## src/rtl/snn_uart_ctrl.sv

```systemverilog
// Host-link sequencer: unpacks received image bytes into the 1-bit input RAM,
// kicks the SNN core and returns the classified digit over UART TX.
module snn_uart_ctrl #(
    parameter int NUM_BITS   = 784,
    parameter int ADDR_WIDTH = 10
) (
    input  logic                  clk,
    input  logic                  rst,
    input  logic                  rx_rdy,
    input  logic [7:0]            rx_data,
    output logic                  ram_we,
    output logic [ADDR_WIDTH-1:0] ram_addr,
    output logic                  ram_wdata,
    output logic                  core_start,
    input  logic                  core_done,
    input  logic [3:0]            core_digit,
    output logic                  tx_start,
    output logic [7:0]            tx_data,
    input  logic                  tx_rdy,
    output logic [7:0]            led,
    output logic                  busy
);

    localparam int BC_W = ADDR_WIDTH - 3;
    localparam logic [BC_W-1:0] LAST_BYTE = BC_W'(NUM_BITS / 8 - 1);

    typedef enum logic [2:0] {
        S_LOAD,
        S_UNPACK,
        S_START,
        S_WAIT_CORE,
        S_SEND
    } state_t;

    state_t                state_q, state_d;
    logic [BC_W-1:0]       byte_cnt_q, byte_cnt_d;
    logic [2:0]            bit_cnt_q, bit_cnt_d;
    logic                  buf_full_q, buf_full_d;
    logic [7:0]            buf_q, buf_d;
    logic [7:0]            shift_q, shift_d;
    logic                  overrun_q, overrun_d;
    logic [3:0]            digit_q, digit_d;
    logic                  ram_we_q, ram_we_d;
    logic [ADDR_WIDTH-1:0] ram_addr_q, ram_addr_d;
    logic                  ram_wdata_q, ram_wdata_d;
    logic                  core_start_q, core_start_d;
    logic                  tx_start_q, tx_start_d;
    logic [7:0]            tx_data_q, tx_data_d;
    logic                  busy_q, busy_d;
    logic                  pop;
    logic                  capture;

    always_comb begin
        state_d      = state_q;
        byte_cnt_d   = byte_cnt_q;
        bit_cnt_d    = bit_cnt_q;
        shift_d      = shift_q;
        digit_d      = digit_q;
        ram_we_d     = 1'b0;
        ram_addr_d   = ram_addr_q;
        ram_wdata_d  = 1'b0;
        core_start_d = 1'b0;
        tx_start_d   = 1'b0;
        tx_data_d    = tx_data_q;
        pop          = 1'b0;

        case (state_q)
            S_LOAD: begin
                if (buf_full_q) begin
                    pop       = 1'b1;
                    shift_d   = buf_q;
                    bit_cnt_d = 3'd0;
                    state_d   = S_UNPACK;
                end
            end
            S_UNPACK: begin
                // The {byte, bit} concatenation is 8*byte_cnt+i without an adder.
                ram_we_d    = 1'b1;
                ram_addr_d  = {byte_cnt_q, bit_cnt_q};
                ram_wdata_d = shift_q[bit_cnt_q];
                bit_cnt_d   = bit_cnt_q + 3'd1;
                if (bit_cnt_q == 3'd7) begin
                    byte_cnt_d = byte_cnt_q + 1'b1;
                    state_d    = (byte_cnt_q == LAST_BYTE) ? S_START : S_LOAD;
                end
            end
            S_START: begin
                core_start_d = 1'b1;
                byte_cnt_d   = '0;
                state_d      = S_WAIT_CORE;
            end
            S_WAIT_CORE: begin
                if (core_done) begin
                    tx_data_d = {4'h0, core_digit};
                    digit_d   = core_digit;
                    state_d   = S_SEND;
                end
            end
            S_SEND: begin
                if (tx_rdy) begin
                    tx_start_d = 1'b1;
                    state_d    = S_LOAD;
                end
            end
            default: state_d = S_LOAD;
        endcase

        // A byte arriving on the same cycle the buffer drains is still kept.
        capture    = rx_rdy && (state_q == S_LOAD || state_q == S_UNPACK)
                     && (!buf_full_q || pop);
        buf_d      = capture ? rx_data : buf_q;
        buf_full_d = capture ? 1'b1 : (pop ? 1'b0 : buf_full_q);
        overrun_d  = overrun_q || (rx_rdy && !capture);
        busy_d     = !(state_d == S_LOAD && byte_cnt_d == '0);
    end

    always_ff @(posedge clk) begin
        if (rst) begin
            state_q      <= S_LOAD;
            byte_cnt_q   <= '0;
            bit_cnt_q    <= '0;
            buf_full_q   <= 1'b0;
            overrun_q    <= 1'b0;
            digit_q      <= '0;
            ram_we_q     <= 1'b0;
            ram_addr_q   <= '0;
            ram_wdata_q  <= 1'b0;
            core_start_q <= 1'b0;
            tx_start_q   <= 1'b0;
            tx_data_q    <= '0;
            busy_q       <= 1'b0;
        end else begin
            state_q      <= state_d;
            byte_cnt_q   <= byte_cnt_d;
            bit_cnt_q    <= bit_cnt_d;
            buf_full_q   <= buf_full_d;
            overrun_q    <= overrun_d;
            digit_q      <= digit_d;
            ram_we_q     <= ram_we_d;
            ram_addr_q   <= ram_addr_d;
            ram_wdata_q  <= ram_wdata_d;
            core_start_q <= core_start_d;
            tx_start_q   <= tx_start_d;
            tx_data_q    <= tx_data_d;
            busy_q       <= busy_d;
        end
    end

    always_ff @(posedge clk) begin
        buf_q   <= buf_d;
        shift_q <= shift_d;
    end

    assign ram_we     = ram_we_q;
    assign ram_addr   = ram_addr_q;
    assign ram_wdata  = ram_wdata_q;
    assign core_start = core_start_q;
    assign tx_start   = tx_start_q;
    assign tx_data    = tx_data_q;
    assign led        = {overrun_q, 3'b000, digit_q};
    assign busy       = busy_q;

endmodule

```

## config.mk

```make
export PLATFORM = sky130hd
export DESIGN_NAME = snn_uart_ctrl
export DESIGN_NICKNAME = d
export VERILOG_FILES = /design/src/rtl/snn_uart_ctrl.sv
export SDC_FILE = /design/constraint.sdc
export NUM_CORES = 1
export LEC_CHECK = 0
export CAP_MARGIN = 20
export CORE_ASPECT_RATIO = 2
export CORE_MARGIN = 1.5
export CORE_UTILIZATION = 50
export CTS_BUF_LIST = sky130_fd_sc_hd__clkbuf_8 sky130_fd_sc_hd__clkbuf_16
export DETAILED_ROUTE_END_ITERATION = 10
export PLACE_DENSITY = 0.86
export SYNTH_ARGS = -nofsm -noshare
export SYNTH_HDL_FRONTEND = slang
export SYNTH_SLANG_ARGS = --single-unit
```

## constraint.sdc

```tcl
create_clock -name clk -period 2.19 [get_ports clk]
set_input_delay 0.3285 -clock clk [delete_from_list [all_inputs] [get_ports clk]]
set_output_delay 0.3285 -clock clk [all_outputs]
set_load 0.1 [all_outputs]
```

==> results of run 1 <==
-- registers in the layout, summed over array words and instances (netlist names), 3 cells and up --
name	cells
shift_q	8
digit_q	4
bit_cnt_q	3
ram_addr	10
buf_q	8
state_q	3
byte_cnt_q	7
-- cell usage after synthesis (all sizes together) (3+ instances only) --
cell type / n
nor2: 22
dfxtp: 34
mux2i: 5
edfxtp: 16
nand2: 24
a21oi: 19
o21ai: 4
ha: 4
nand4: 3
inv: 5
clkbuf: 5
nor3: 5
nand2b: 3
buf: 17
nor3b: 3
-- layer usage --
| metal | vias to the layer above | routed length (um) | global-route usage |
|---|---|---|---|
| li1 | 782 | - | - |
| met3 | 11 | 227 | 0.03727 |
| met5 | - | 0 | 0 |
| met1 | 739 | 1452 | 0.1872 |
| met2 | 66 | 2172 | 0.3581 |
| met4 | 0 | 123 | 0.1134 |
-- final cells by class --
| type | instances | area share |
|---|---|---|
| clock inverter | 3 | 0.01835 |
| sequential | 50 | 0.4481 |
| inverter | 5 | 0.007243 |
| clock buffer | 5 | 0.02656 |
| tap | 52 | 0.02511 |
| timing repair buffer | 44 | 0.1429 |
| multi-input combinational | 136 | 0.3317 |
-- kinds of logic (layout without fill, tap and decap cells) --
family / Yosys count / count (layout) / share of synthesized area
muxes: 9 / 9 / 0.05452
and+or+nand+nor: 76 / 76 / 0.1845
AOI/OAI and AO/OA: 40 / 40 / 0.1230
adders and majority gates: 4 / 4 / 0.02320
DFF: 50 / 50 / 0.5383
other: 1 / 7 / 0.001738
buffers and inverters: 27 / 57 / 0.07482
-- path summary, 6_finish.rpt --
path / end / startpoint / cells past startpoint
max: busy$_SDFF_PP0_ / bit_cnt_q[1]$_SDFFE_PP0P_ / 7
min: shift_q[3]$_DFFE_PP_ / buf_q[3]$_DFFE_PP_ / 0
max reg2reg: busy$_SDFF_PP0_ / bit_cnt_q[1]$_SDFFE_PP0P_ / 7
min reg2reg: shift_q[3]$_DFFE_PP_ / buf_q[3]$_DFFE_PP_ / 0
-- where the power goes --
group          switching [mW]  total (mW)  internal (mW)  leakage, nW
combinational           0.138       0.196         0.0577        0.542
sequential             0.0144       0.998          0.984        0.428
clock                   0.311       0.657          0.346       0.0587
total                   0.464        1.85           1.39         1.03
-- worst reg2reg max path, cell delays in order, from the launching register on --
cell,delay [ns]
dfxtp_1,0.37
ha_1,0.22
ha_2,0.22
and4_1,0.24
nor4b_1,0.15
a211o_1,0.31
a311oi_2,0.27
a41oi_2,0.14
-- per-stage QoR --
step           hold slack (ns)  cell area [sq um]    util
2_1_floorplan           0.4003               2180       -
6_report                0.4327               2591  0.6276
3_5_place_dp            0.4110               2472  0.5988
4_1_cts                 0.4356               2589  0.6270
3_3_place_gp            0.4004               2472  0.5988
5_1_grt                 0.4485               2591  0.6276
==> results.py, run 1 <==
metrics = {
    "synth": {
        "async_flop_share": 0,
        "ys_top_cells_by_area": "dfxtp_1 32%, edfxtp_1 22%, buf_4 4.5%, a21oi_1 4.4%, nand2_1 4.2%",
        "yosys.area.top_type": "dfxtp_1",
        "synth_edf_count": 16,
        "synth.top_cell.area_share": 0.3155,
        "avgSynthCellArea_sq_um": 10.42,
        "yosysUniqueCellTypes": 48,
        "synth-seq-cells": 50,
        "syn_area_sq_um": 2157,
        "synthCells": 207,
        "yosysSeqAreaShare": 0.5383,
        "ys_warn_count": 0,
        "ys.flop_type": "dfxtp_1",
    },
    "sta": {
        "min_period_ns": 2.041,
        "period_share": 0.9318,
        "setup_viol": 0,
        "finalHoldViolations": 0,
        "max_slew_margin": 0.6465,
        "finClkSkew_ns": 0.009823,
        "fin_ws_ns": 0.1494,
        "tightest_slew_ns": 0.5296,
        "setup_tns_ns": 0,
        "drv_slew": 0,
        "fmax_mhz": 490.0,
        "rsz0062_at_grt": "no",
    },
    "cells_and_area": {
        "seq_area_sq_um": 1161,
        "final.fill_count": 360,
        "diodes": 0,
        "layout_commonest_cell": "dfxtp_1",
        "fin_nets": 263,
        "fin_cells": 295,
        "layout-drive-gt1-share": 0.1934,
        "multi_input_area_sq_um": 859.6,
        "area_delta_synth_final_pct": 20.13,
        "final_cell_mix": "34 x dfxtp_1, 28 x buf_4, 24 x nand2_1",
    },
    "worst_hold_path": {
        "min_path_type": "reg2reg",
    },
    "global_routing": {
        "grt.overflow.total": 0,
        "antenna_found_initial": 0,
        "grt_pass1_wl_um": 6837,
        "grt_max_degree": 35,
        "track_usage": 0.1897,
        "grt_pass1_vias": 1564,
    },
    "status": {
        "outcome": "complete, no violations",
    },
    "critical_path": {
        "cp_top_family": "compound AO/OA/AOI/OAI gates",
        "critPathKind": "reg2reg",
        "slowest_delay_ns": 0.37,
        "start_kind": "register",
        "path_cells": "ha_1 > ha_2 > and4_1 > nor4b_1 > a211o_1 > a311oi_2 > a41oi_2",
        "endpoint_kind": "register",
        "rrSetupSlack_ns": 0.15,
        "path_buf_inv": 0,
        "critPathMaxFanout": 6,
        "required_ns": 2.37,
        "cp.arrival_ns": 2.22,
        "crit_slowest_cell": "dfxtp_1",
    },
    "clock_network": {
        "cts_made_buffers": 5,
        "tritoncts": "done",
        "clk-insertion-delay-late_ns": 0.31,
        "cts_setup_buffers": 0,
        "cts_resized": 0,
        "cts_hold_buf": 0,
        "cts_htree_levels": 2,
        "clk_pin_slew_ns": 0.10,
        "cts.sinks": 50,
        "cts_max_path_buffers": 2,
        "clk_root_buffer_cell": "clkbuf_8",
    },
    "placed_design": {
        "place_ws_ns": 0.1221,
        "numPortBuffers": 40,
        "post-dp-hpwl_um": 2967,
        "post-place-cells": 287,
        "place_congestion": 0.8813,
    },
    "routing": {
        "post_drt_wl_per_cell_um": 13.48,
        "via_per_inst": 5.417,
        "dr.pass1.iters": 4,
        "routed-via-count": 1598,
        "ant_nets": 0,
        "drt_wl_total_um": 3977,
        "drc": 0,
        "dr.first_iter.drc_count": 21,
    },
    "run": {
        "maxCapViolCount": 0,
    },
    "pwr": {
        "ir_worst_vdd_v": 0.0005797,
        "leakage_nw": 1.029,
        "total_power_mw": 1.851,
        "p_per_area_nw_per_um2": 714.5,
    },
    "floorplan": {
        "die_y_um": 95.89,
        "dieArea_sq_um": 4741,
        "rows": 33,
        "start_util": 0.5224,
        "core_region_area_sq_um": 4129,
        "dieWidth_um": 49.45,
        "io_pins": 48,
    },
}
Note: power is estimated with default switching activity, not from simulation.
==> run 2, diff against run 1 <==
- CORE_MARGIN: 1.5 -> 2
==> results.py, run 2 (synthesized netlist as in run 1, its figures left out) <==
metrics = {
    "cells_and_area": {
        "diodes": 0,
        "largest_reg_flops": 10,
        "final_cell_mix": "34 x dfxtp_1, 28 x buf_4, 24 x nand2_1",
        "fin_cells": 294,
        "layout-drive-gt1-share": 0.1860,
        "final.fill_count": 381,
        "area_delta_synth_final_pct": 18.45,
        "layout_commonest_cell": "dfxtp_1",
        "fin_nets": 263,
    },
    "global_routing": {
        "grt_max_degree": 35,
        "grt_pass1_wl_um": 6672,
        "track_usage": 0.1798,
        "antenna_found_initial": 0,
        "grt.overflow.total": 0,
        "grt_pass1_vias": 1499,
    },
    "clock_network": {
        "tritoncts": "done",
        "cts_hold_buf": 0,
        "cts_resized": 0,
        "clk_root_buffer_cell": "clkbuf_8",
        "cts.sinks": 50,
        "cts_setup_buffers": 0,
        "cts_htree_levels": 2,
        "clk-insertion-delay-late_ns": 0.31,
        "cts_max_path_buffers": 2,
        "clk_pin_slew_ns": 0.09,
        "cts_made_buffers": 5,
    },
    "floorplan": {
        "dieWidth_um": 50.45,
        "dieArea_sq_um": 4888,
        "core_region_area_sq_um": 4129,
        "die_y_um": 96.89,
        "rows": 33,
        "start_util": 0.5224,
        "io_pins": 48,
    },
    "run": {
        "maxCapViolCount": 0,
    },
    "routing": {
        "via_per_inst": 5.350,
        "post_drt_wl_per_cell_um": 13.49,
        "dr.pass1.iters": 4,
        "routed-via-count": 1573,
        "dr.first_iter.drc_count": 19,
        "ant_nets": 0,
        "drt_wl_total_um": 3967,
        "drc": 0,
    },
    "pwr": {
        "leakage_nw": 1.018,
        "p_per_area_nw_per_um2": 669.1,
        "ir_worst_vdd_v": 0.0005127,
    },
    "sta": {
        "tightest_slew_ns": 0.5523,
        "setup_viol": 0,
        "max_slew_margin": 0.6313,
        "setup_tns_ns": 0,
        "finalHoldViolations": 0,
        "drv_slew": 0,
        "period_share": 0.9386,
        "finClkSkew_ns": 0.009189,
        "rsz0062_at_grt": "no",
        "fmax_mhz": 486.5,
        "min_period_ns": 2.056,
    },
    "critical_path": {
        "cp.arrival_ns": 2.23,
        "cpMostUsedCell": "ha_1",
        "crit_slowest_cell": "dfxtp_1",
        "critPathMaxFanout": 6,
        "endpoint_kind": "register",
        "start_kind": "register",
        "path_cells": "ha_1 > ha_1 > and4_1 > nor4b_1 > a211o_1 > a311oi_2 > a41oi_2",
        "slowest_delay_ns": 0.36,
        "rr_startpoint": "bit_cnt_q[1]$_SDFFE_PP0P_",
        "cp-startpoint": "bit_cnt_q[1]$_SDFFE_PP0P_",
        "critPathKind": "reg2reg",
        "required_ns": 2.37,
    },
    "placed_design": {
        "numPortBuffers": 40,
        "post-dp-hpwl_um": 3021,
        "post-place-cells": 287,
        "place_congestion": 0.8497,
    },
    "worst_hold_path": {
        "min_path_type": "reg2reg",
        "hold_start": "buf_q[4]$_DFFE_PP_",
    },
    "status": {
        "outcome": "complete, no violations",
    },
}
-- run 2: cell count changes in the layout (fill, tap and decap cells not counted), sizes merged --
cell / change
bufinv: -1
-- run 2: critical path: cells and delay by family, from the launching register on --
kind	cells	cell delay, ns
adder cells (fa/ha/maj)	2	0.46
AND/OR/NAND/NOR	2	0.41
flip-flops	1	0.36
AO/OA/AOI/OAI	3	0.70
-- run 2: layer usage --
layer / vias up / track usage / routed length (um)
met3: 10 / 0.04475 / 168
met1: 732 / 0.1836 / 1486
li1: 782 / - / -
met5: - / 0 / 0
met4: 0 / 0.1019 / 123
met2: 49 / 0.3178 / 2188
-- run 2: per-stage QoR --
stage          setup slack, ns  power [mW]    util  hold slack, ns  area (sq um)
2_1_floorplan           0.2501       1.171       -          0.4003          2180
3_3_place_gp            0.1889       1.212  0.5988          0.4003          2472
3_5_place_dp            0.1681       1.217  0.5988          0.4065          2472
4_1_cts                 0.1373       1.722  0.6188          0.4281          2555
5_1_grt               0.008460       1.782  0.6188          0.4414          2555
6_report                0.1345       1.709  0.6188          0.4298          2555
-- run 2: worst paths after layout --
path | end | slack (ns) | depth (start not counted)
worst min-delay path | shift_q[4]$_DFFE_PP_ | 0.43 | 0
worst min register to register | shift_q[4]$_DFFE_PP_ | 0.43 | 0
worst max register to register | busy$_SDFF_PP0_ | 0.13 | 7
worst max-delay path | busy$_SDFF_PP0_ | 0.13 | 7
-- run 2: power by group --
group / internal [mW] / switching (mW) / leakage, nW
clock network: 0.221 / 0.295 / 0.0444
logic: 0.0575 / 0.138 / 0.546
registers: 0.984 / 0.0146 / 0.428
total: 1.26 / 0.447 / 1.02
-- run 2: final cells by class --
cell class | instances | area, sq um | area share
clock buffers | 5 | 68.82 | 0.02693
clock inverters | 2 | 13.76 | 0.005387
inverters | 5 | 18.77 | 0.007346
multi-input cells | 136 | 857.1 | 0.3355
flip-flops and latches | 50 | 1161 | 0.4545
well taps | 52 | 65.06 | 0.02547
repair buffers | 44 | 370.4 | 0.1450
